[config.mk]
export PLATFORM = sky130hd
export DESIGN_NAME = regfile_flat
export DESIGN_NICKNAME = d
export VERILOG_FILES = /design/src/rtl/regfile_pkg.sv /design/src/rtl/regfile_if.sv /design/src/rtl/regfile_scoreboard.sv /design/src/rtl/regfile.sv /design/src/flat_wrapper.sv
export SDC_FILE = /design/constraint.sdc
export NUM_CORES = 2
export LEC_CHECK = 0
export BUFFER_PORTS_ARGS = -buffer_cell sky130_fd_sc_hd__buf_4
export CAP_MARGIN = 0
export CORE_MARGIN = 2
export CORE_UTILIZATION = 58
export CTS_BUF_LIST = sky130_fd_sc_hd__clkbuf_4
export DETAILED_ROUTE_END_ITERATION = 10
export PLACE_DENSITY = 0.75
export SETUP_SLACK_MARGIN = 0.1
export SLEW_MARGIN = 20
export SYNTH_ARGS = -nofsm -noshare
export SYNTH_HDL_FRONTEND = slang
export SYNTH_SLANG_ARGS = --single-unit
[constraint.sdc]
create_clock -name clk_i -period 39.8 [get_ports clk_i]
set_clock_uncertainty 0.1 [all_clocks]
set_input_delay 0 -clock clk_i [delete_from_list [all_inputs] [get_ports clk_i]]
set_output_delay 0 -clock clk_i [all_outputs]
set_load 0.05 [all_outputs]
[src/rtl/regfile_pkg.sv]
// Shared types and sizing for the integer register file.
// Every other regfile source file imports this package.
package regfile_pkg;
    localparam int REG_ADDRWIDTH = 5;
    localparam int REG_NREGS     = 32;
    localparam int XLEN          = 32;

    typedef logic [REG_ADDRWIDTH-1:0] reg_addr_t;
    typedef logic [XLEN-1:0]          word_t;

    localparam reg_addr_t REG_ZERO = '0;
endpackage

[src/rtl/regfile_if.sv]
// Decode/writeback-facing bundle of the register file.
// The slave modport is the register file; the master modport is the pipeline.
interface regfile_if
    import regfile_pkg::*;
#(
    parameter int ADDRWIDTH = REG_ADDRWIDTH,
    parameter int DATAWIDTH = XLEN
);
    logic [ADDRWIDTH-1:0] rs1_addr_i;
    logic                 rs1_used_i;
    logic [DATAWIDTH-1:0] rs1_data_o;
    logic [ADDRWIDTH-1:0] rs2_addr_i;
    logic                 rs2_used_i;
    logic [DATAWIDTH-1:0] rs2_data_o;
    logic                 we_i;
    logic [ADDRWIDTH-1:0] rd_addr_i;
    logic [DATAWIDTH-1:0] rd_data_i;
    logic                 issue_i;
    logic [ADDRWIDTH-1:0] issue_addr_i;
    logic                 rs1_busy_o;
    logic                 rs2_busy_o;
    logic                 stall_o;

    modport slave (
        input  rs1_addr_i, rs1_used_i, rs2_addr_i, rs2_used_i,
        input  we_i, rd_addr_i, rd_data_i, issue_i, issue_addr_i,
        output rs1_data_o, rs2_data_o, rs1_busy_o, rs2_busy_o, stall_o
    );

    modport master (
        output rs1_addr_i, rs1_used_i, rs2_addr_i, rs2_used_i,
        output we_i, rd_addr_i, rd_data_i, issue_i, issue_addr_i,
        input  rs1_data_o, rs2_data_o, rs1_busy_o, rs2_busy_o, stall_o
    );
endinterface

[src/rtl/regfile_scoreboard.sv]
// Pending-write scoreboard: one busy bit per register, set by issue of a
// deferred producer, cleared by its writeback; drives the decode stall.
module regfile_scoreboard
    import regfile_pkg::*;
#(
    parameter int NREGS     = REG_NREGS,
    parameter int ADDRWIDTH = REG_ADDRWIDTH
) (
    input  logic                 clk_i,
    input  logic                 rst_i,
    input  logic                 i_issue,
    input  logic [ADDRWIDTH-1:0] i_issue_addr,
    input  logic                 i_we,
    input  logic [ADDRWIDTH-1:0] i_rd_addr,
    input  logic [ADDRWIDTH-1:0] i_rs1_addr,
    input  logic                 i_rs1_used,
    input  logic [ADDRWIDTH-1:0] i_rs2_addr,
    input  logic                 i_rs2_used,
    output logic                 o_rs1_busy,
    output logic                 o_rs2_busy,
    output logic                 o_stall
);
    // Bit 0 has no storage: x0 can never be pending.
    logic [NREGS-1:1] r_busy;
    logic [NREGS-1:0] w_busy;
    logic             w_rs1_hit;
    logic             w_rs2_hit;

    assign w_busy = {r_busy, 1'b0};

    // Set beats clear: a writeback retiring the old producer in the same
    // cycle a new producer issues must leave the register pending.
    always_ff @(posedge clk_i or posedge rst_i) begin
        if (rst_i) begin
            r_busy <= '0;
        end else begin
            for (int i = 1; i < NREGS; i++) begin
                if (i_issue && (i_issue_addr == ADDRWIDTH'(i)))
                    r_busy[i] <= 1'b1;
                else if (i_we && (i_rd_addr == ADDRWIDTH'(i)))
                    r_busy[i] <= 1'b0;
            end
        end
    end

    assign w_rs1_hit  = i_we && (i_rd_addr == i_rs1_addr);
    assign w_rs2_hit  = i_we && (i_rd_addr == i_rs2_addr);

    // A same-cycle writeback is forwarded by the bypass, so it resolves the hazard.
    assign o_rs1_busy = w_busy[i_rs1_addr] && !w_rs1_hit;
    assign o_rs2_busy = w_busy[i_rs2_addr] && !w_rs2_hit;
    assign o_stall    = (i_rs1_used && o_rs1_busy) || (i_rs2_used && o_rs2_busy);
endmodule

[src/rtl/regfile.sv]
// Integer register file: two combinational read ports with writeback bypass,
// one synchronous write port, and the RAW-hazard scoreboard.
module regfile
    import regfile_pkg::*;
#(
    parameter int DATAWIDTH = XLEN,
    parameter int NREGS     = REG_NREGS,
    parameter int ADDRWIDTH = REG_ADDRWIDTH
) (
    input  logic     clk_i,
    input  logic     rst_i,
    regfile_if.slave rf
);
    localparam logic [ADDRWIDTH-1:0] ZERO_IDX = ADDRWIDTH'(REG_ZERO);

    logic [NREGS-1:0][DATAWIDTH-1:0] r_mem;
    logic [DATAWIDTH-1:0]            w_rs1_data;
    logic [DATAWIDTH-1:0]            w_rs2_data;
    logic                            w_wr_en;

    assign w_wr_en = rf.we_i && (rf.rd_addr_i != ZERO_IDX);

    always_ff @(posedge clk_i or posedge rst_i) begin
        if (rst_i)
            r_mem <= '0;
        else if (w_wr_en)
            r_mem[rf.rd_addr_i] <= rf.rd_data_i;
    end

    // Reset also masks the bypass path, which would otherwise leak rd_data_i.
    always_comb begin
        w_rs1_data = r_mem[rf.rs1_addr_i];
        if (rst_i || (rf.rs1_addr_i == ZERO_IDX))
            w_rs1_data = '0;
        else if (rf.we_i && (rf.rd_addr_i == rf.rs1_addr_i))
            w_rs1_data = rf.rd_data_i;
    end

    always_comb begin
        w_rs2_data = r_mem[rf.rs2_addr_i];
        if (rst_i || (rf.rs2_addr_i == ZERO_IDX))
            w_rs2_data = '0;
        else if (rf.we_i && (rf.rd_addr_i == rf.rs2_addr_i))
            w_rs2_data = rf.rd_data_i;
    end

    assign rf.rs1_data_o = w_rs1_data;
    assign rf.rs2_data_o = w_rs2_data;

    regfile_scoreboard #(
        .NREGS     (NREGS),
        .ADDRWIDTH (ADDRWIDTH)
    ) u_sb (
        .clk_i        (clk_i),
        .rst_i        (rst_i),
        .i_issue      (rf.issue_i),
        .i_issue_addr (rf.issue_addr_i),
        .i_we         (rf.we_i),
        .i_rd_addr    (rf.rd_addr_i),
        .i_rs1_addr   (rf.rs1_addr_i),
        .i_rs1_used   (rf.rs1_used_i),
        .i_rs2_addr   (rf.rs2_addr_i),
        .i_rs2_used   (rf.rs2_used_i),
        .o_rs1_busy   (rf.rs1_busy_o),
        .o_rs2_busy   (rf.rs2_busy_o),
        .o_stall      (rf.stall_o)
    );
endmodule

[src/flat_wrapper.sv]
// flat-port wrapper written by rule: the top's interface ports become plain ports
module regfile_flat import regfile_pkg::*;
#(
    parameter int DATAWIDTH = XLEN,
    parameter int NREGS     = REG_NREGS,
    parameter int ADDRWIDTH = REG_ADDRWIDTH
)
  (clk_i, rst_i, rf_rs1_addr_i, rf_rs1_used_i, rf_rs2_addr_i, rf_rs2_used_i, rf_we_i, rf_rd_addr_i, rf_rd_data_i, rf_issue_i, rf_issue_addr_i, rf_rs1_data_o, rf_rs2_data_o, rf_rs1_busy_o, rf_rs2_busy_o, rf_stall_o);
  regfile_if #(.ADDRWIDTH(ADDRWIDTH), .DATAWIDTH(DATAWIDTH)) rf_i ();
  input  logic clk_i;
  input  logic rst_i;
  input wire logic [$bits(rf_i.rs1_addr_i)-1:0] rf_rs1_addr_i;
  input wire logic [$bits(rf_i.rs1_used_i)-1:0] rf_rs1_used_i;
  input wire logic [$bits(rf_i.rs2_addr_i)-1:0] rf_rs2_addr_i;
  input wire logic [$bits(rf_i.rs2_used_i)-1:0] rf_rs2_used_i;
  input wire logic [$bits(rf_i.we_i)-1:0] rf_we_i;
  input wire logic [$bits(rf_i.rd_addr_i)-1:0] rf_rd_addr_i;
  input wire logic [$bits(rf_i.rd_data_i)-1:0] rf_rd_data_i;
  input wire logic [$bits(rf_i.issue_i)-1:0] rf_issue_i;
  input wire logic [$bits(rf_i.issue_addr_i)-1:0] rf_issue_addr_i;
  output wire logic [$bits(rf_i.rs1_data_o)-1:0] rf_rs1_data_o;
  output wire logic [$bits(rf_i.rs2_data_o)-1:0] rf_rs2_data_o;
  output wire logic [$bits(rf_i.rs1_busy_o)-1:0] rf_rs1_busy_o;
  output wire logic [$bits(rf_i.rs2_busy_o)-1:0] rf_rs2_busy_o;
  output wire logic [$bits(rf_i.stall_o)-1:0] rf_stall_o;
  assign rf_i.rs1_addr_i = rf_rs1_addr_i;
  assign rf_i.rs1_used_i = rf_rs1_used_i;
  assign rf_i.rs2_addr_i = rf_rs2_addr_i;
  assign rf_i.rs2_used_i = rf_rs2_used_i;
  assign rf_i.we_i = rf_we_i;
  assign rf_i.rd_addr_i = rf_rd_addr_i;
  assign rf_i.rd_data_i = rf_rd_data_i;
  assign rf_i.issue_i = rf_issue_i;
  assign rf_i.issue_addr_i = rf_issue_addr_i;
  assign rf_rs1_data_o = rf_i.rs1_data_o;
  assign rf_rs2_data_o = rf_i.rs2_data_o;
  assign rf_rs1_busy_o = rf_i.rs1_busy_o;
  assign rf_rs2_busy_o = rf_i.rs2_busy_o;
  assign rf_stall_o = rf_i.stall_o;
  regfile #(.DATAWIDTH(DATAWIDTH), .NREGS(NREGS), .ADDRWIDTH(ADDRWIDTH)) u_core (.clk_i(clk_i), .rst_i(rst_i), .rf(rf_i));
endmodule
==> impl_metrics.env <==
export IMPL_port_buffers=124
export IMPL_place_area_um2=58360
export IMPL_post_dp_hpwl_mm=94.83
export IMPL_cts_max_path_buffers=4
export IMPL_initial_utilization_pct=58.22
export IMPL_syn_nets=4257
export IMPL_die_x_um=317.6
export IMPL_num_io_pins=125
export IMPL_routedWlPerCell_um=31.56
export IMPL_drv_cap=0
export IMPL_leakage_nw=28.22
export IMPL_required_ns=39.70
export IMPL_grt_max_degree=178
export IMPL_final_antenna_net_count=0
export IMPL_hold_viol=0
export IMPL_status="complete, no violations"
export IMPL_postRouteWirelength_mm=182.4
export IMPL_worst_pin_slew_ns=1.219
export IMPL_ys_warn_count=0
export IMPL_cts_sink_count=1055
export IMPL_p_total_w=0.003021
export IMPL_clock_root_buffer="clkbuf_4"
export IMPL_critPathLaunchType="input pin"
export IMPL_via_per_inst=7.110
export IMPL_p_sw_w=0.0008986
export IMPL_yosysSeqAreaShare_pct=46.28
export IMPL_drt_iter0_drc=4911
export IMPL_grt_pass1_vias=41909
export IMPL_comb_power_share_pct=21.4
export IMPL_rows=115
export IMPL_core_area_um2=97990
export IMPL_htree_levels=5
export IMPL_clk_pin_slew_ns=0.06
export IMPL_synth_edf_count=0
export IMPL_synth_top_area_share_pct=46.28
export IMPL_p_seq_share_pct=47.4
export IMPL_rsz0062_at_grt="false"
export IMPL_synthArstFlopShare_pct=100.0
export IMPL_pre_cts_slack_ns=35.67
export IMPL_finalWorstSetupSlack_ns=35.45
export IMPL_finalCritPeriodShare_pct=10.94
export IMPL_antenna_found_initial=7
export IMPL_layout_common_cells="1055 x dfrtp_1, 1002 x mux2_2, 510 x mux2i_1"
export IMPL_drv_slew=0
export IMPL_fillers=7253
export IMPL_worst_setup_path_end_kind="output pin"
export IMPL_synth_ff_type="dfrtp_1"
export IMPL_cts_tree="built"
export IMPL_power_switching_share_pct=29.75
export IMPL_critPathMaxFanout=165
export IMPL_p_int_w=0.002122
export IMPL_grt_pass1_wl_mm=271.4
export IMPL_synthCells=4199
export IMPL_fmax_ghz=0.2297
export IMPL_clock_latency_ns=1.15
export IMPL_hold_slack_ns=0.09748
export IMPL_syn2layout_area_growth_pct=10.01
export IMPL_max_slew_margin_pct=18.75
export IMPL_vdd_drop_max_mv=0.02776
export IMPL_drc=0
export IMPL_die_y_um=317.6
export IMPL_cts_made_buffers=293
export IMPL_synth_cell_types=48
export IMPL_grt_ovfl_total=0
export IMPL_setup_viol=0
export IMPL_cp_arrival_ns=4.25
export IMPL_finalInstanceArea_um2=62760
export IMPL_fin_crit_ns=4.354
export IMPL_worstSetupPathType="input pin to output pin"
export IMPL_finalWeightedCongestion=0.8669
export IMPL_nets=4384
export IMPL_syn_area_um2=57040
export IMPL_power_density_nw_per_um2=48.13
export IMPL_synth_largest_area_cell="dfrtp_1"
export IMPL_vias=41083
export IMPL_hp_class="input pin to flip-flop"
export IMPL_syn_mean_instance_area_um2=13.59
export IMPL_layout_commonest_cell="dfrtp_1"
export IMPL_ys_ff_latch=1055
export IMPL_clkPwrFrac_pct=31.2
export IMPL_die_area_um2=100900
export IMPL_yosys_top_cells_area="dfrtp_1 46%, mux2_2 20%, mux4_2 11%, mux2i_1 8.9%, a221oi_1 3.4%"
export IMPL_drive_gt1_share_pct=43.77
export IMPL_tns_ns=0
export IMPL_grt_total_usage_pct=36.07
export IMPL_drt_pre_antenna_iters=5
==> synthesized netlist by cell type (29+ instances only) <==
master and instances:
clkbuf_1 264, a211o_1 32, mux4_2 271, nand2_1 29
a221oi_1 220, o22ai_1 34, o21bai_1 31, mux2i_1 510
o21ai_0 151, a22oi_1 64, a221o_1 32, a21oi_1 157
mux2_2 1002, dfrtp_1 1055, buf_4 36, buf_2 154
==> layout make-up <==
type	instances	area (um^2)	area share (%)
repair buffers	310	2674	4.261
clock buffers	414	3108	4.952
flip-flops and latches	1055	26400	42.07
inverters	7	40.04	0.06380
well taps	1287	1610	2.566
clock inverters	44	251.5	0.4007
diodes	2	5.005	0.007975
multi-input cells	2659	28670	45.68
==> timing repair <==
item                                   4_1_cts  5_1_grt
hold buffers                               106        0
resized for setup                            0        0
buffers inserted                             0        0
endpoints found under the hold margin     1643        0
==> sequential cells by signal, summed over array words and instances, names as in the netlist <==
signal and cells:
u_core.r_mem 1024, u_core.u_sb.r_busy 31
==> worst paths after layout <==
kind / to / slack, ns / startpoint / cells past startpoint
max reg2reg: u_core.u_sb.r_busy[24]$_DFFE_PP0P_ / 38.38 / u_core.u_sb.r_busy[24]$_DFFE_PP0P_ / 3
max: rf_rs1_data_o[15] / 35.45 / rst_i / 10
max in group asynchronous: u_core.r_mem[310]$_DFFE_PP0P_ / 36.36 / rst_i / 7
min reg2reg: u_core.r_mem[23]$_DFFE_PP0P_ / 0.29 / u_core.r_mem[23]$_DFFE_PP0P_ / 0
min: u_core.r_mem[50]$_DFFE_PP0P_ / 0.1 / rf_rd_data_i[18] / 4
min in group asynchronous: u_core.r_mem[901]$_DFFE_PP0P_ / 0.20 / rst_i / 4
==> layer usage <==
layer | routed length, um | vias to the layer above | track usage [%]
met5 | 70 | - | 0
met4 | 10560 | 6 | 19.95
met3 | 19630 | 618 | 10.02
met2 | 82430 | 2480 | 54.30
met1 | 69670 | 21284 | 47.60
li1 | - | 16695 | -
==> through the flow <==
stage / std cells / util [%]
after floorplan: 4199 / -
after global placement: 5211 / 59.56
after detailed placement: 5211 / 59.56
after CTS: 5775 / 64.07
after global routing: 5778 / 64.05
final: 5778 / 64.05
==> cell families after synthesis <==
group | share of synthesized area, %
xor+xnor | 0.1535
compound gates | 9.238
buf+inv | 3.884
mux | 39.43
simple gates | 1.016
flops | 46.28
==> critical path, stage by stage <==
cell	delay, ns
dlygate4sd3_1	0.54
buf_4	0.18
dlygate4sd3_1	0.64
inv_8	0.64
buf_12	0.60
o211ai_1	0.23
buf_4	0.34
a21oi_1	0.35
a211o_1	0.30
buf_4	0.25
==> power by group through the flow <==
stage          logic [W]  registers [W]  clock network [W]
6_report        0.000647        0.00143           0.000941
2_1_floorplan   0.000508        0.00140                  0
3_3_place_gp    0.000612        0.00143                  0
3_5_place_dp    0.000630        0.00144                  0
5_1_grt         0.000690        0.00145            0.00101
4_1_cts         0.000642        0.00142           0.000954
Note: power is estimated with default switching activity, not from simulation.
